<file path="config.mk">
export PLATFORM = sky130hd
export DESIGN_NAME = sum_uart_tx
export DESIGN_NICKNAME = d
export VERILOG_FILES = /design/src/rtl/sum_uart_tx.sv
export SDC_FILE = /design/constraint.sdc
export NUM_CORES = 1
export LEC_CHECK = 0
export ABC_AREA = 0
export BUFFER_PORTS_ARGS = -buffer_cell sky130_fd_sc_hd__clkbuf_2
export CAP_MARGIN = 10
export CORE_AREA = 2 2 50 52
export DETAILED_ROUTE_END_ITERATION = 6
export DIE_AREA = 0 0 52 54
export PLACE_DENSITY_LB_ADDON = 0.12
export REMOVE_ABC_BUFFERS = 1
export SLEW_MARGIN = 20
export SYNTH_ARGS = -nofsm -noshare
export SYNTH_HDL_FRONTEND = slang
export SYNTH_SLANG_ARGS = --single-unit
</file>
<file path="constraint.sdc">
create_clock -name clk -period 2.5 [get_ports clk]
set_input_delay 0.375 -clock clk [delete_from_list [all_inputs] [get_ports clk]]
set_output_delay 0.375 -clock clk [all_outputs]
set_load 0.01 [all_outputs]
</file>
<file path="src/rtl/sum_uart_tx.sv">
// sum_uart_tx: serialises each accepted sum word as an 8N1-style UART frame (start, DATA_W bits LSB first, stop)
module sum_uart_tx #(
   parameter int CLKS_PER_BIT = 16,
   parameter int DATA_W       = 8
) (
   input  logic              clk,
   input  logic              rst,
   input  logic [DATA_W-1:0] in_data,
   input  logic              in_valid,
   output logic              in_ready,
   output logic              tx,
   output logic              busy,
   output logic              frame_done
);
   localparam int CW = (CLKS_PER_BIT > 1) ? $clog2(CLKS_PER_BIT) : 1;
   localparam int IW = (DATA_W > 1) ? $clog2(DATA_W) : 1;
   localparam logic [CW-1:0] CMAX = CW'(CLKS_PER_BIT - 1);
   localparam logic [IW-1:0] IMAX = IW'(DATA_W - 1);
   typedef enum logic [1:0] {IDLE, START, DATA, STOP} state_t;
   state_t            st_q, st_d;
   logic [CW-1:0]     cnt_q, cnt_d;
   logic [IW-1:0]     idx_q, idx_d;
   logic [DATA_W-1:0] sh_q, sh_d;
   logic              tx_q, tx_d, rdy_q, rdy_d, busy_q, busy_d, done_q, done_d;
   logic              wrap;
   assign wrap       = cnt_q == CMAX;
   assign in_ready   = rdy_q;
   assign tx         = tx_q;
   assign busy       = busy_q;
   assign frame_done = done_q;
   // state and registered outputs; reset parks the line idle and abandons any frame
   always_ff @(posedge clk or posedge rst) begin
      if (rst) begin
         st_q   <= IDLE;
         cnt_q  <= '0;
         idx_q  <= '0;
         sh_q   <= '0;
         tx_q   <= 1'b1;
         rdy_q  <= 1'b1;
         busy_q <= 1'b0;
         done_q <= 1'b0;
      end else begin
         st_q   <= st_d;
         cnt_q  <= cnt_d;
         idx_q  <= idx_d;
         sh_q   <= sh_d;
         tx_q   <= tx_d;
         rdy_q  <= rdy_d;
         busy_q <= busy_d;
         done_q <= done_d;
      end
   end
   // next state: baud counter wraps every CLKS_PER_BIT cycles, each wrap advances one bit period
   always_comb begin
      st_d   = st_q;
      cnt_d  = (st_q == IDLE || wrap) ? '0 : cnt_q + CW'(1);
      idx_d  = idx_q;
      sh_d   = sh_q;
      tx_d   = tx_q;
      rdy_d  = rdy_q;
      busy_d = busy_q;
      done_d = 1'b0;
      case (st_q)
         IDLE: if (in_valid && rdy_q) begin
            st_d   = START;
            sh_d   = in_data;
            idx_d  = '0;
            tx_d   = 1'b0;
            rdy_d  = 1'b0;
            busy_d = 1'b1;
         end
         START: if (wrap) begin
            st_d = DATA;
            tx_d = sh_q[0];
            sh_d = sh_q >> 1;
         end
         DATA: if (wrap) begin
            if (idx_q == IMAX) begin
               st_d = STOP;
               tx_d = 1'b1;
            end else begin
               idx_d = idx_q + IW'(1);
               tx_d  = sh_q[0];
               sh_d  = sh_q >> 1;
            end
         end
         STOP: if (wrap) begin
            st_d   = IDLE;
            rdy_d  = 1'b1;
            busy_d = 1'b0;
            done_d = 1'b1;
         end
      endcase
   end
endmodule

</file>
## After elaboration in Yosys (flattened, before gate mapping)

Cells that the tools add are included.

| operators by class | value |
|---|---|
| eq/ne operators | 11 |
| multiplexer cells | 28 |
| $add $sub $neg | 2 |
| reduce and logical (&&, ||, !) cells | 11 |

Operators by type and width:

| operator | count |
|---|---|
| $mux 8 | 4 |
| $pmux 8 s3 | 1 |
| $mux 2 | 5 |
| $ne 2x2->1 const B | 5 |
| $reduce_and 5->1 | 2 |
| $mux 1 | 9 |
| $mux 3 | 3 |
| $pmux 2 s4 | 1 |
| $reduce_and 4->1 | 2 |
| $pmux 3 s2 | 1 |
| $add 4x1->4 const B | 1 |
| $eq 2x2->1 const B | 2 |
| $eq 4x4->1 const B | 1 |
| $mux 4 | 1 |
| $pmux 1 s2 | 2 |
| $reduce_bool 2->1 | 2 |
| $add 3x1->3 const B | 1 |
| $eq 3x3->1 const B | 1 |
| $pmux 1 s3 | 1 |
| $reduce_and 3->1 | 1 |
| $reduce_bool 3->1 | 1 |
| $eq 2x1->1 const B | 1 |
| $logic_not 2->1 | 1 |
| $ne 2x1->1 const B | 1 |
| 2 further kinds | 2 |

| word-level totals | value |
|---|---|
| output and inout bits | 4 |
| logic and storage cells | 60 |
| register bits | 21 |

## Depth between registers and ports, before layout

| depth | value |
|---|---|
| depth in word-level cells | 4 |
| gate-level depth with buffers | 6 |
| mapped depth without buffers | 5 |

## Least setup slack after synthesis

No wires, ideal clock.

| timing | value |
|---|---|
| kind | reg-to-reg |
| start | register st_q[0] |
| end | register sh_q[0] |
| cell stages (with the launch flop) | 6 |
| path buffers | 0 |
| setup slack | 0.661 ns |
| arrival | 1.715 ns |
| cells stage by stage | dfrtp_1 -> inv_1 -> ha_1 -> or2_1 -> a211oi_4 -> mux2_2 |

| between the ends | value |
|---|---|
| word-level cells in the longest chain between the ends | 3 |
| elaborated cells on any way between the ends | 10 |
| classes of those cells | 6 x eq/ne; 1 x mux; 3 x reduce/logical |

RTL lines:

| item | line | source |
|---|---|---|
| start: declaration | 20 | `state_t st_q, st_d;` |
| start signal: assignment | 43 | `st_q <= st_d;` |
| $eq 2x2->1, or another cell as far along | 63 | `case (st_q)` |
| $ne 2x2->1 (no source line), or another cell as far along | -- |  |
| $reduce_and 5->1 (no source line) | -- |  |
| end signal: assignment | 37 | `sh_q <= '0;` |
| end signal: assignment | 46 | `sh_q <= sh_d;` |
| end: declaration | 23 | `logic [DATA_W-1:0] sh_q, sh_d;` |

Several ways; a longest one is shown, not always the timed one.
A chain may end at the register's enable or synchronous reset.

## Worst setup path in the final report

| timing | value |
|---|---|
| start | register st_q[0] |
| end | register sh_q[1] |

Same word-level chain as after synthesis.

==> impl_metrics.tcl <==
set metrics [dict create \
    status "finished clean" \
    core_mm2 0.00232 \
    drt_first_pass_iters 3 \
    worst_hold_slack_ns 0.178 \
    synthCells 104 \
    hpwl_um 1490 \
    grt_pass1_vias 855 \
    yosys_most_used_dff "dfrtp_1" \
    routed-via-count 805 \
    fin_crit_sh 0.849 \
    die_h_um 54 \
    htree_levels 1 \
    required_ns 2.69 \
    ir_worst_vdd_mv 0.305 \
    report.final.slew_viol_count 0 \
    syn_area_per_cell_um2 11.6 \
    antenna_found_initial 0 \
    die-area_mm2 0.00281 \
    grt_max_degree 22 \
    fillers 215 \
    layout-area-overhead-vs-synth_pct 9.36 \
    fin_cells 147 \
    synth-seq-cells 21 \
    grt_usage 0.174 \
    fin_skew_ns 0.00627 \
    worst_pin_slew_ns 0.787 \
    gr-total-overflow 0 \
    numCtsBuffers 3 \
    post-place-ws_ns 0.382 \
    fp.dieW_um 52 \
    startpoint_type "register" \
    cts_sinks 21 \
    synth_cell_type_count 36 \
    maxCapViolations 0 \
    port_buffers 14 \
    finalSetupViolations 0 \
    post_cts_buffers 0 \
    drtIter0Drc 10 \
    p_leak_nw 0.595 \
    tritoncts "yes" \
    r2r-start "st_q[0]" \
    num_rows 18 \
    setup_ws_ns 0.378 \
    dpl.cell_count 143 \
    crit_fanout 13 \
    grt_pass1_wl_um 3590 \
    clk_path_buf_depth 2 \
    finalNetCount 138 \
    grt_setup_unrepaired "no" \
    yosysSeqAreaShare 0.439 \
    min_period_ns 2.12 \
    hold_violations 0 \
    fmax_mhz 471 \
    floorplan.initialDensity 0.519 \
    synth_area_mm2 0.00120 \
    finalSetupTns_ns 0 \
    drcViolationCount 0 \
    arrival_ns 2.32 \
    clk_latency_ns 0.30 \
    slew_headroom 0.475 \
    synth_warnings 0 \
    drive_above_1_share 0.342 \
    pwr_density_cell_mw_per_mm2 466 \
    hp-class "in2async" \
    cts_resized 0 \
    root_buffer "clkbuf_4" \
    async_flop_share 1.00 \
    crit_type "reg2reg" \
    synth_edf_count 0 \
    post_drt_wl_per_cell_um 13.6 \
    ctsHoldBuffers 0 \
    io_pins 15 \
    ant_nets 0 \
    wl_um 2000 \
    crit_start "st_q[0]" \
    vias_per_cell 5.48 \
    worstSetupEndpointType "register" \
    clkTransAtPathRegs_ns 0.12 \
    gp_congestion 0.780 \
    antenna_cells 0 \
]
-- synth_stat cells (2+ instances only) --
master,number,area share
a21oi_1,2,0.0083
a31oi_1,2,0.010
buf_2,3,0.012
dfrtp_1,19,0.40
dfstp_2,2,0.044
ha_1,9,0.094
inv_1,4,0.012
mux2_2,17,0.16
nand2_1,2,0.0062
nand3_1,10,0.042
nand4b_1,5,0.036
nor2_1,2,0.0062
o21ai_0,4,0.017
-- state kept, by name (all words and copies together) (netlist names) --
name	flops
busy	1
cnt_q	4
frame_done	1
idx_q	3
in_ready	1
sh_q	8
st_q	2
tx	1
-- critical path: stages, from the launching register on --
cell and delay [ns]:
dfrtp_1 0.41, inv_1 0.10, ha_1 0.34, or2_1 0.32, a211oi_4 0.46, mux2_2 0.38
-- stage by stage --
stage	instance area (µm²)	total power [mW]	utilization
after floorplan	1180	0.435	-
after global placement	1290	0.456	0.556
after detailed placement	1290	0.459	0.556
after CTS	1320	0.626	0.567
after global routing	1320	0.647	0.567
final	1320	0.613	0.567
-- layout make-up --
class	count	area, µm²	area share
multi-input combinational	74	638	0.485
sequential	21	528	0.401
timing repair buffer	14	70.1	0.0532
tap	30	37.5	0.0285
clock buffer	3	22.5	0.0171
inverter	4	15.0	0.0114
clock inverter	1	5.00	0.00380
-- power breakdown --
part	switching (mW)	leakage [nW]	total, mW	internal [mW]
Clock	0.102	0.0177	0.162	0.0596
Combinational	0.0373	0.320	0.0834	0.0462
Sequential	0.0105	0.258	0.368	0.357
-- cell usage in the layout, fill, tap and decap left out, types with 2 or more instances in the layout --
cell type	synthesis	layout
dfstp_2	2	2
nand3_1	10	10
a21oi_1	2	2
nand4b_1	5	5
dfrtp_1	19	19
a31oi_1	2	2
nand2_1	2	2
mux2_2	17	17
ha_1	9	9
clkbuf_2	0	14
inv_1	4	4
nor2_1	2	2
o21ai_0	4	4
clkbuf_4	0	3
-- cells by family after synthesis --
kind of cell,Yosys count,synth area share
AND/OR/NAND/NOR,31,0.162
flip-flops,21,0.439
multiplexers,18,0.167
buffers and inverters,9,0.0312
adder cells (fa/ha/maj),9,0.0936
AO/OA/AOI/OAI,15,0.0998
XOR/XNOR,1,0.00728
-- per-layer routing --
layer  track usage  vias up  share of wire
met3        0.0250        4          0.025
met2         0.295        9           0.48
li1              -      406              -
met4        0.0833        0          0.016
met1         0.219      386           0.48
met5             0        -              0
-- path summary, 6_finish.rpt --
path | slack [ns] | cells past startpoint | to
max in group asynchronous | 1.83 | 2 | sh_q[1]
max reg2reg | 0.38 | 5 | sh_q[1]
max | 0.38 | 5 | sh_q[1]
min reg2reg | 0.50 | 1 | cnt_q[0]
min in group clk | 0.42 | 3 | sh_q[4]
min | 0.18 | 2 | frame_done
Note: power is estimated with default switching activity, not from simulation.
